## src/rtl/instruction_stepper_pkg.sv

```systemverilog
// instruction_stepper_pkg: shared state encoding and step constants for the instruction stepper.
package instruction_stepper_pkg;

    typedef enum logic [1:0] {
        HALTED = 2'd0,
        RUN    = 2'd1,
        STEP   = 2'd2
    } state_t;

    localparam int STEP1 = 0;
    localparam int STEP2 = 1;
    localparam int STEP3 = 2;
    localparam int STEP4 = 3;
    localparam int STEP5 = 4;
    localparam int STEP6 = 5;

    localparam logic [5:0] EARLY_DONE_MASK = 6'b111000;

endpackage

```

## src/rtl/instruction_stepper_step_ring.sv

```systemverilog
// step_ring: one-hot step register; clear wins over start, start wins over advance.
module step_ring #(
    parameter int NUM_STEPS = 6
) (
    input  logic                 clk,
    input  logic                 rst_n,
    input  logic                 clear,
    input  logic                 start,
    input  logic                 advance,
    output logic [NUM_STEPS-1:0] seq
);

    always_ff @(posedge clk or negedge rst_n) begin
        if (!rst_n)
            seq <= '0;
        else
            seq <= clear   ? '0 :
                   start   ? NUM_STEPS'(1) :
                   advance ? {seq[NUM_STEPS-2:0], seq[NUM_STEPS-1]} : seq;
    end

endmodule

```

## src/rtl/instruction_stepper.sv

```systemverilog
// instruction_stepper: run/halt/single-step sequencer owning the step ring, IR and retire counter.
module instruction_stepper
    import instruction_stepper_pkg::*;
#(
    parameter int NUM_STEPS = 6,
    parameter int CNT_W     = 16
) (
    input  logic                 clk,
    input  logic                 rst_n,
    input  logic                 run,
    input  logic                 step_mode,
    input  logic                 step_req,
    input  logic                 halt_req,
    input  logic                 instr_done,
    input  logic [7:0]           ir_in,
    output logic [NUM_STEPS-1:0] seq,
    output logic                 fetch1,
    output logic                 fetch2,
    output logic                 fetch3,
    output logic                 ir_load,
    output logic [7:0]           ir,
    output logic                 halted,
    output logic [CNT_W-1:0]     instr_count
);

    state_t state, state_d;
    logic   step_req_q, step_rise, retire;
    logic   clear, start, advance;

    step_ring #(.NUM_STEPS(NUM_STEPS)) u_ring (
        .clk     (clk),
        .rst_n   (rst_n),
        .clear   (clear),
        .start   (start),
        .advance (advance),
        .seq     (seq)
    );

    assign step_rise = step_req & ~step_req_q;
    // instr_done only counts once the decoder owns the step (4-6)
    assign retire    = seq[STEP6] | (instr_done & |(seq & EARLY_DONE_MASK));

    always_comb begin
        state_d = state;
        clear   = 1'b0;
        start   = 1'b0;
        advance = 1'b0;
        case (state)
            HALTED: begin
                if (!halt_req && !step_mode && run) begin
                    state_d = RUN;
                    start   = 1'b1;
                end else if (!halt_req && step_mode && step_rise) begin
                    state_d = STEP;
                    start   = 1'b1;
                end
            end
            RUN: begin
                if (retire && (halt_req || !run || step_mode)) begin
                    state_d = HALTED;
                    clear   = 1'b1;
                end else begin
                    start   = retire;
                    advance = !retire;
                end
            end
            STEP: begin
                state_d = retire ? HALTED : STEP;
                clear   = retire;
                advance = !retire;
            end
            default: begin
                state_d = HALTED;
                clear   = 1'b1;
            end
        endcase
    end

    always_ff @(posedge clk or negedge rst_n) begin
        if (!rst_n) begin
            state       <= HALTED;
            step_req_q  <= 1'b0;
            ir          <= 8'h00;
            instr_count <= '0;
        end else begin
            state       <= state_d;
            step_req_q  <= step_req;
            ir          <= seq[STEP2] ? ir_in : ir;
            instr_count <= retire ? instr_count + 1'b1 : instr_count;
        end
    end

    assign fetch1  = seq[STEP1];
    assign fetch2  = seq[STEP2];
    assign fetch3  = seq[STEP3];
    assign ir_load = seq[STEP2];
    assign halted  = (state == HALTED);

endmodule

```

## config.mk

```make
export PLATFORM = sky130hd
export DESIGN_NAME = instruction_stepper
export DESIGN_NICKNAME = d
export VERILOG_FILES = /design/src/rtl/instruction_stepper_pkg.sv /design/src/rtl/instruction_stepper_step_ring.sv /design/src/rtl/instruction_stepper.sv
export SDC_FILE = /design/constraint.sdc
export NUM_CORES = 1
export LEC_CHECK = 0
export ABC_AREA = 1
export CORE_MARGIN = 5
export CORE_UTILIZATION = 41
export CTS_CLUSTER_SIZE = 14
export DETAILED_ROUTE_END_ITERATION = 10
export GPL_TIMING_DRIVEN = 0
export PLACE_DENSITY_LB_ADDON = 0.3
export SLEW_MARGIN = 20
export SYNTH_ARGS = -nofsm -noshare
export SYNTH_HDL_FRONTEND = slang
export SYNTH_HIERARCHICAL = 1
export SYNTH_SLANG_ARGS = --single-unit
```

## constraint.sdc

```tcl
create_clock -name clk -period 2.1 [get_ports clk]
set_input_delay 0.42 -clock clk [delete_from_list [all_inputs] [get_ports clk]]
set_output_delay 0.42 -clock clk [all_outputs]
set_load 0.01 [all_outputs]
```

==> results, run 1 <==
- The worst register-to-register path has a depth of 7.
- The finished layout holds between 300 and 400 standard cells, fillers aside.
- The repair_antennas step left the layout with diodes totalling 0.
- The worst path meets setup with 0.0933 ns of slack.
- The cell total after placement is around 300.
- The number of cell rows is 23.
- The hold violation total from the final report was 0.
- The critical path endpoint is halted.
- The total power consumption of the routed design is 2.69 mW.
- Setup slack on the worst reg-to-reg path comes out at approximately 0.41 ns.
- The average cell area after synthesis is 8.68 sq um.
- The global routing usage summed across all routing layers is roughly 16%.
- No sink is reached through more buffers than the 2 on the longest clock path.
- Compared with the post-synthesis result, the final layout area differs by 38.5%.
- The max-slew violation total from the final report is 0.
- The netlist uses 26 different library cells.
- The data arrival at the endpoint of the critical path is roughly 1.6 ns.
- The number of antenna violations at the first check in global routing is 0.
- The final count of negative-setup-slack endpoints is 0.
- Tracing the worst setup path back leads to its startpoint at state[0].
- During synthesis, Yosys emitted a total of 6 warnings.
- The final setup skew is ~0.0043 ns.
- The critical path runs through a total of 3 cells.
- Routability-driven placement finished with a final weighted congestion of between 0.7 and 0.8.
- The worst min-delay path class is input port to async pin.
- The H-tree was split into 2 levels.
- The maximum achievable frequency is around 500 MHz.
- The detail route stage leaves a number of antenna-violating nets equal to 0.
- The placed wire-length estimate is ~2900 um.
- The clock period could shrink to ~2.0 ns.
- The kind of start point of the critical path is a register.
- After routing, the total negative slack on setup checks comes to 0 ns.
- The cell leakage power is roughly 1.1 nW.
- The capturing element type of the critical path is a primary output.
- The sequential cell area fraction in the yosys report is between 40% and 50%.
- On the critical path, the stage with the largest delay is an instance of clkdlybuf4s50_1.
- The end of the worst register-to-register path is u_ring/seq[0].
- The CTS clock-pin slew for the worst setup and hold paths is ~0.07 ns.
- The number of input and output port buffers inserted is about 50.
- The classification of the worst setup path is register to primary output.
- The slew at the pin closest to its max-slew limit is 0.438 ns.
- The number of ports placed on the die boundary is 50.
- The root buffer cell chosen for the clock tree is clkbuf_8.
- When the netlist entered floorplanning its net count stood at approximately 220.
- The vertical extent of the die is between 70 and 80 um.
- The TritonCTS clock tree is done.
- STA puts the critical path data required time at 1.68 ns.
- The part of the cycle the worst path needs is between 90% and 100%.
- The horizontal extent of the die is 74.9 um.
- The cell area that synthesis handed to floorplanning was 1730 sq um.
- Counting both buffers and inverters, the worst setup path holds a total of 2.
- The synthesized instance count is 199.
- Across the VDD grid, the largest voltage drop is approximately 0.65 mV.
- The final layout net count is 276.
- On the critical path the largest part of the delay comes from buffers and inverters.
- The synthesized flop and latch total is 33.
- Setup repair after global routing left no endpoint under its margin.
- In the routed layout, each cell is associated on average with a via count of about 4.8.
- In this run the standard cell core region covers slightly above 4000 sq um.
- The flow ran to the end, and the final reports show no timing, DRC or antenna violations.
- In the layout the commonest cells are 54 x nand2_1, 48 x clkdlybuf4s50_1, 33 x dfrtp_1.
- TritonCTS created 5 clock buffers.
- Summing all non-filler instances in the final layout gives an area of about 2400 sq um.
- The largest fanout on the critical path is 5.
- The insertion delay to the later sink of the worst-skew pair is 0.29 ns.
- For this design, the CTS-stage hold fixing added 0 buffers.
- Cells with a size suffix above 1 make up 15.2% of the layout.
- The average wire per standard cell is 12.5 um.
- Once the floorplan was initialized, standard cells occupied 42.9% of the core.
- The total via count after detailed routing is approximately 1.5k.
- Power spread over the standard cell area amounts to 1130 nW/um^2.
- The residual overflow from global routing is 0.
- The pre-CTS setup slack is -0.000304 ns.
- The die area is between 5000 and 6000 sq um.
- The number of global-route vias before repair is around 1.5k.
- The source of the worst register-to-register timing path is u_ring/seq[3].
- The clock sink count is 33.
- The detailed router finished its first iteration with 104 violations.
- Traced cell by cell, the critical path runs through inv_1, ha_2, clkdlybuf4s50_1.
- On the worst path, the slowest cell contributes a delay of 0.55 ns.
- The number of search-and-repair iterations in the first detailed-routing pass is 4.
- After detailed routing, the total wire length is approximately 3800 um.
- The remaining max-slew budget at the tightest pin is roughly 71%.
- The count of max-cap constraint violations is 0.
- The pin count of the biggest net entering global routing is 21.
- Leaving out fill and tap cells, the most frequent cell in the layout is nand2_1.
- The post-detailed-route DRC marker count is 0.
- The first global-routing pass estimated about 6600 um of wire.
- In this run the cell area measured after placement is between 2000 and 2500 sq um.
-- synth_stat cells, drive strengths merged --
cell    instances  area (sq um)
nand2          59           234
dfrtp          33           826
inv            25          93.8
nor2           22           105
nand3          13          75.1
a21oi           9          56.3
mux2            8          90.1
buf             6          46.3
ha              5          62.6
nand4           4          25.0
o21ai           3          18.8
o21bai          3          22.5
xor2            3          26.3
nand3b          2          15.0
xnor2           2          17.5
nor3            1          5.00
o31ai           1          7.51
-- worst reg2reg max path: cells and delay by family (launching register included) --
family                 cells  cell delay, ns
AND/OR/NAND/NOR            4            0.66
buffers and inverters      2            0.31
AO/OA/AOI/OAI              1            0.17
flip-flops                 1            0.44
-- cells by family (layout without fill, tap and decap cells) --
| kind of cell | count (synthesis) | after routing | share of synthesized area, % |
|---|---|---|---|
| DFF | 33 | 33 | 47.8 |
| adders and majority gates | 5 | 5 | 3.62 |
| xor gates and xnor gates | 5 | 5 | 2.54 |
| buffers and inverters | 31 | 88 | 8.12 |
| muxes | 8 | 8 | 5.22 |
| and+or+nand+nor | 101 | 101 | 26.6 |
| AOI/OAI and AO/OA | 16 | 16 | 6.09 |
-- through the flow --
stage          hold WS, ns  utilization, %
2_1_floorplan        0.124               -
3_3_place_gp         0.488            56.6
3_5_place_dp         0.363            57.1
4_1_cts             0.0521            59.3
5_1_grt             0.0579            59.3
6_report            0.0370            59.3
-- sequential cells by signal, summed over array words and instances, names as in the netlist --
| register | count |
|---|---|
| ir | 8 |
| u_ring/seq | 6 |
| instr_count | 16 |
| state | 2 |
| step_req_q | 1 |
-- area by class of cell --
type / instances / area (sq um)
plain buffers: 6 / 46.3
multi-input cells: 135 / 763
flip-flops and latches: 33 / 826
inverters: 25 / 93.8
repair buffers: 50 / 513
fillers: 369 / 1640
clock buffers: 7 / 86.3
well taps: 50 / 62.6
-- report_power, final --
group | switching, mW | internal (mW) | total [mW]
clock | 0.235 | 0.260 | 0.495
combinational | 0.611 | 0.634 | 1.25
sequential | 0.147 | 0.807 | 0.955
total | 0.993 | 1.70 | 2.69
-- how the worst min path moves through the flow --
stage	start	end	slack, ns	cells past startpoint
2_1_floorplan	rst_n	instr_count[0]	0.12	0
3_3_place_gp	ir[4]	ir[4]	0.49	1
3_5_place_dp	rst_n	step_req_q	0.36	1
4_1_cts	rst_n	step_req_q	0.05	1
5_1_grt	rst_n	step_req_q	0.06	1
6_report	rst_n	step_req_q	0.04	1
-- metal layers --
| metal | vias to the layer above | global-route usage (%) | wire length [um] |
|---|---|---|---|
| met4 | 0 | 5.93 | 64 |
| met1 | 690 | 18.1 | 1610 |
| met5 | - | 0 | 0 |
| met3 | 5 | 5.34 | 247 |
| met2 | 37 | 26.9 | 1900 |
| li1 | 736 | - | - |
-- what timing repair did --
item	4_1_cts	5_1_grt
endpoints found under the setup margin	0	1
gates resized for setup	0	1
buffers inserted	0	0
No activity file was read; power rests on OpenSTA's default activity.
==> run 2: changes to the inputs <==
Settings changed: CTS_BUF_LIST set to sky130_fd_sc_hd__clkbuf_8, TNS_END_PERCENT set to 30.
==> run 2 against run 1 <==
  * Flip-flop and latch count unchanged
  * Cell count stayed put
  * Critical path type unchanged
  * Highest routed layer unchanged
  * Critical endpoint unchanged
  * Combinational power about the same
  * Final area unchanged
==> results, run 2 (synthesis gave the netlist of run 1 again) <==
- The post-cts sizing count is 0 (unchanged).
- The clock sink count is 33 (unchanged).
- The placed wire-length estimate was 2940 um (unchanged).
- The slew at the pin closest to its max-slew limit is 0.439 ns (was 0.438 ns).
- The pre-CTS setup slack came to -0.000304 ns (unchanged).
- The core area was 4030 sq um (unchanged).
- The cell leakage power is 1.10 nW (about the same).
- The end of the worst register-to-register path is u_ring/seq[0] (unchanged).
- The wire length of the first global-routing pass is 6640 um (unchanged).
- The master cell of the clock root buffer is clkbuf_8 (unchanged).
- The source of the worst register-to-register timing path is u_ring/seq[3] (unchanged).
- The worst hold-check slack is 0.0367 ns (was 0.0370 ns).
- The cell total after placement is 299 (unchanged).
- Run status: finished clean (unchanged).
- The number of input and output port buffers inserted is 49 (unchanged).
- The antenna violation net count after detailed routing is 0 (unchanged).
- The maximum achievable frequency is 498 MHz (about the same).
- The number of flip-flops in the largest register is 16 (unchanged).
- The maximum count of clock buffers along a single path is 2 (unchanged).
- The time the final worst path needs with I/O delays and setup came to 2.01 ns (about the same).
- The number of cell instances on the worst register-to-register path is 7 (unchanged).
- The pin count of the biggest net entering global routing is 21 (unchanged).
- The number of global-route vias before repair came to 1,485 (unchanged).
- The DRC violation total after the first TritonRoute iteration is 104 (unchanged).
- The average wire per standard cell was 12.5 um (about the same).
- The part of the cycle the worst path needs is 95.6% (about the same).
- The number of search-and-repair iterations in the first detailed-routing pass is 4 (unchanged).
- The non-filler instance count after layout is 306 (unchanged).
- The total power consumption of the routed design is 2.69 mW (about the same).
- The residual overflow from global routing is 0 (unchanged).
- The setup slack of the worst register-to-register path came to 0.41 ns (about the same).
- The number of antenna violations at the first check in global routing is 0 (unchanged).
- The capturing element type of the critical path is a primary output (unchanged).
- The total via count after detailed routing is 1,466 (was 1,468).
- The routed via count divided by cell count is 4.79 (was 4.80).
- The data arrival at the endpoint of the critical path is 1.59 ns (about the same).
- The count of max-cap constraint violations is 0 (unchanged).
- The worst min-delay path class is input port to async pin (unchanged).
- The final count of negative-setup-slack endpoints is 0 (unchanged).
- The largest vdd supply drop was 0.649 mV (was 0.647 mV).
- The kind of start point of the critical path is a register (unchanged).
- The vertical extent of the die is 74.9 um (unchanged).
- The post-CTS setup-driven buffer insertion count is 0 (unchanged).
- The power density over the cells is 1130 nW/um^2 (about the same).
- The layout overhead on the synthesized area is 38.5% (unchanged).
- The classification of the worst setup path was register to primary output (unchanged).
- The final setup TNS is 0 ns (unchanged).
- The global routing usage summed across all routing layers is 15.7% (unchanged).
- The die area is 5610 sq um (unchanged).
- The number of ports placed on the die boundary is 50 (unchanged).
- The number of buffers inserted during clock tree synthesis is 5 (unchanged).
- The most common cell after layout, fill and taps aside is nand2_1 (unchanged).
- The largest register by flop count is instr_count (unchanged).
- The CTS clock-pin slew for the worst setup and hold paths is 0.07 ns (about the same).
- The post-detailed-route DRC marker count is 0 (unchanged).
- Commonest non-fill, non-tap cells in the layout: 54 x nand2_1, 48 x clkdlybuf4s50_1, 33 x dfrtp_1 (unchanged).
- The hold buffer count at CTS came to 0 (unchanged).
- The hold violation total from the final report is 0 (unchanged).
- The final layout net count was 276 (unchanged).
- The starting density of the core was 42.9% (unchanged).
- The final setup skew was 0.00464 ns (was 0.00429 ns).
- The horizontal extent of the die is 74.9 um (unchanged).
- The remaining max-slew budget at the tightest pin is 70.6% (was 70.7%).
- The CTS H-tree depth is 2 (unchanged).
- The max-slew violation total from the final report is 0 (unchanged).
- The number of cell rows is 23 (unchanged).
- The share of cells above drive strength 1 was 15.2% (unchanged).
- The worst path required time is 1.68 ns (about the same).
- The placer's final routability congestion estimate is 0.787 (unchanged).
- RSZ-0062 raised after global routing: no (unchanged).
- The final critical-path setup slack is 0.0920 ns (was 0.0933 ns).
- Largest registers: instr_count (16), ir (8), u_ring/seq (6) (unchanged).
- The insertion delay to the later sink of the worst-skew pair was 0.29 ns (about the same).
- The count of antenna diodes in the layout came to 0 (unchanged).
- The total length of routed wires is 3820 um (about the same).
- The largest fanout on the critical path is 5 (unchanged).
- The TritonCTS clock tree is done (unchanged).
[run 2: worst max-delay path, stage by stage, from the launching register on]
cell	delay [ns]
dfrtp_1	0.42
inv_1	0.10
ha_2	0.23
clkdlybuf4s50_1	0.55
[run 2: cell type report]
class	count	area [sq um]
fillers	369	1640
flip-flops and latches	33	826
multi-input cells	135	763
repair buffers	50	513
inverters	25	93.8
clock buffers	6	82.6
well taps	50	62.6
plain buffers	6	46.3
clock inverters	1	3.75
[run 2: metrics by stage]
| stage | utilization (%) | cell area, sq um |
|---|---|---|
| floorplan | - | 1730 |
| global placement | 56.6 | 2280 |
| detailed placement | 57.1 | 2300 |
| CTS | 59.3 | 2390 |
| global route | 59.3 | 2390 |
| finish | 59.3 | 2390 |
[run 2: layer usage]
metal	GRT usage (%)	part of all wire [%]	up-vias
met1	18.1	42	688
met5	0	0	-
li1	-	-	736
met3	5.34	6.4	5
met4	5.93	1.7	0
met2	26.9	50	37
[run 2: worst max path at each step]
stage	from	end	slack, ns	cells after the start
after floorplan	u_ring/seq[4]	u_ring/seq[0]	0.62	7
after global placement	rst_n	instr_count[7]	-0.12	1
after detailed placement	instr_done	u_ring/seq[0]	-0.0003	8
after CTS	state[0]	halted	0.04	3
after global routing	state[0]	halted	0.0008	3
final	state[0]	halted	0.09	3
[run 2: power breakdown]
group	internal [mW]	total, mW	switching (mW)
clock	0.255	0.490	0.235
sequential	0.807	0.955	0.147
combinational	0.634	1.25	0.612
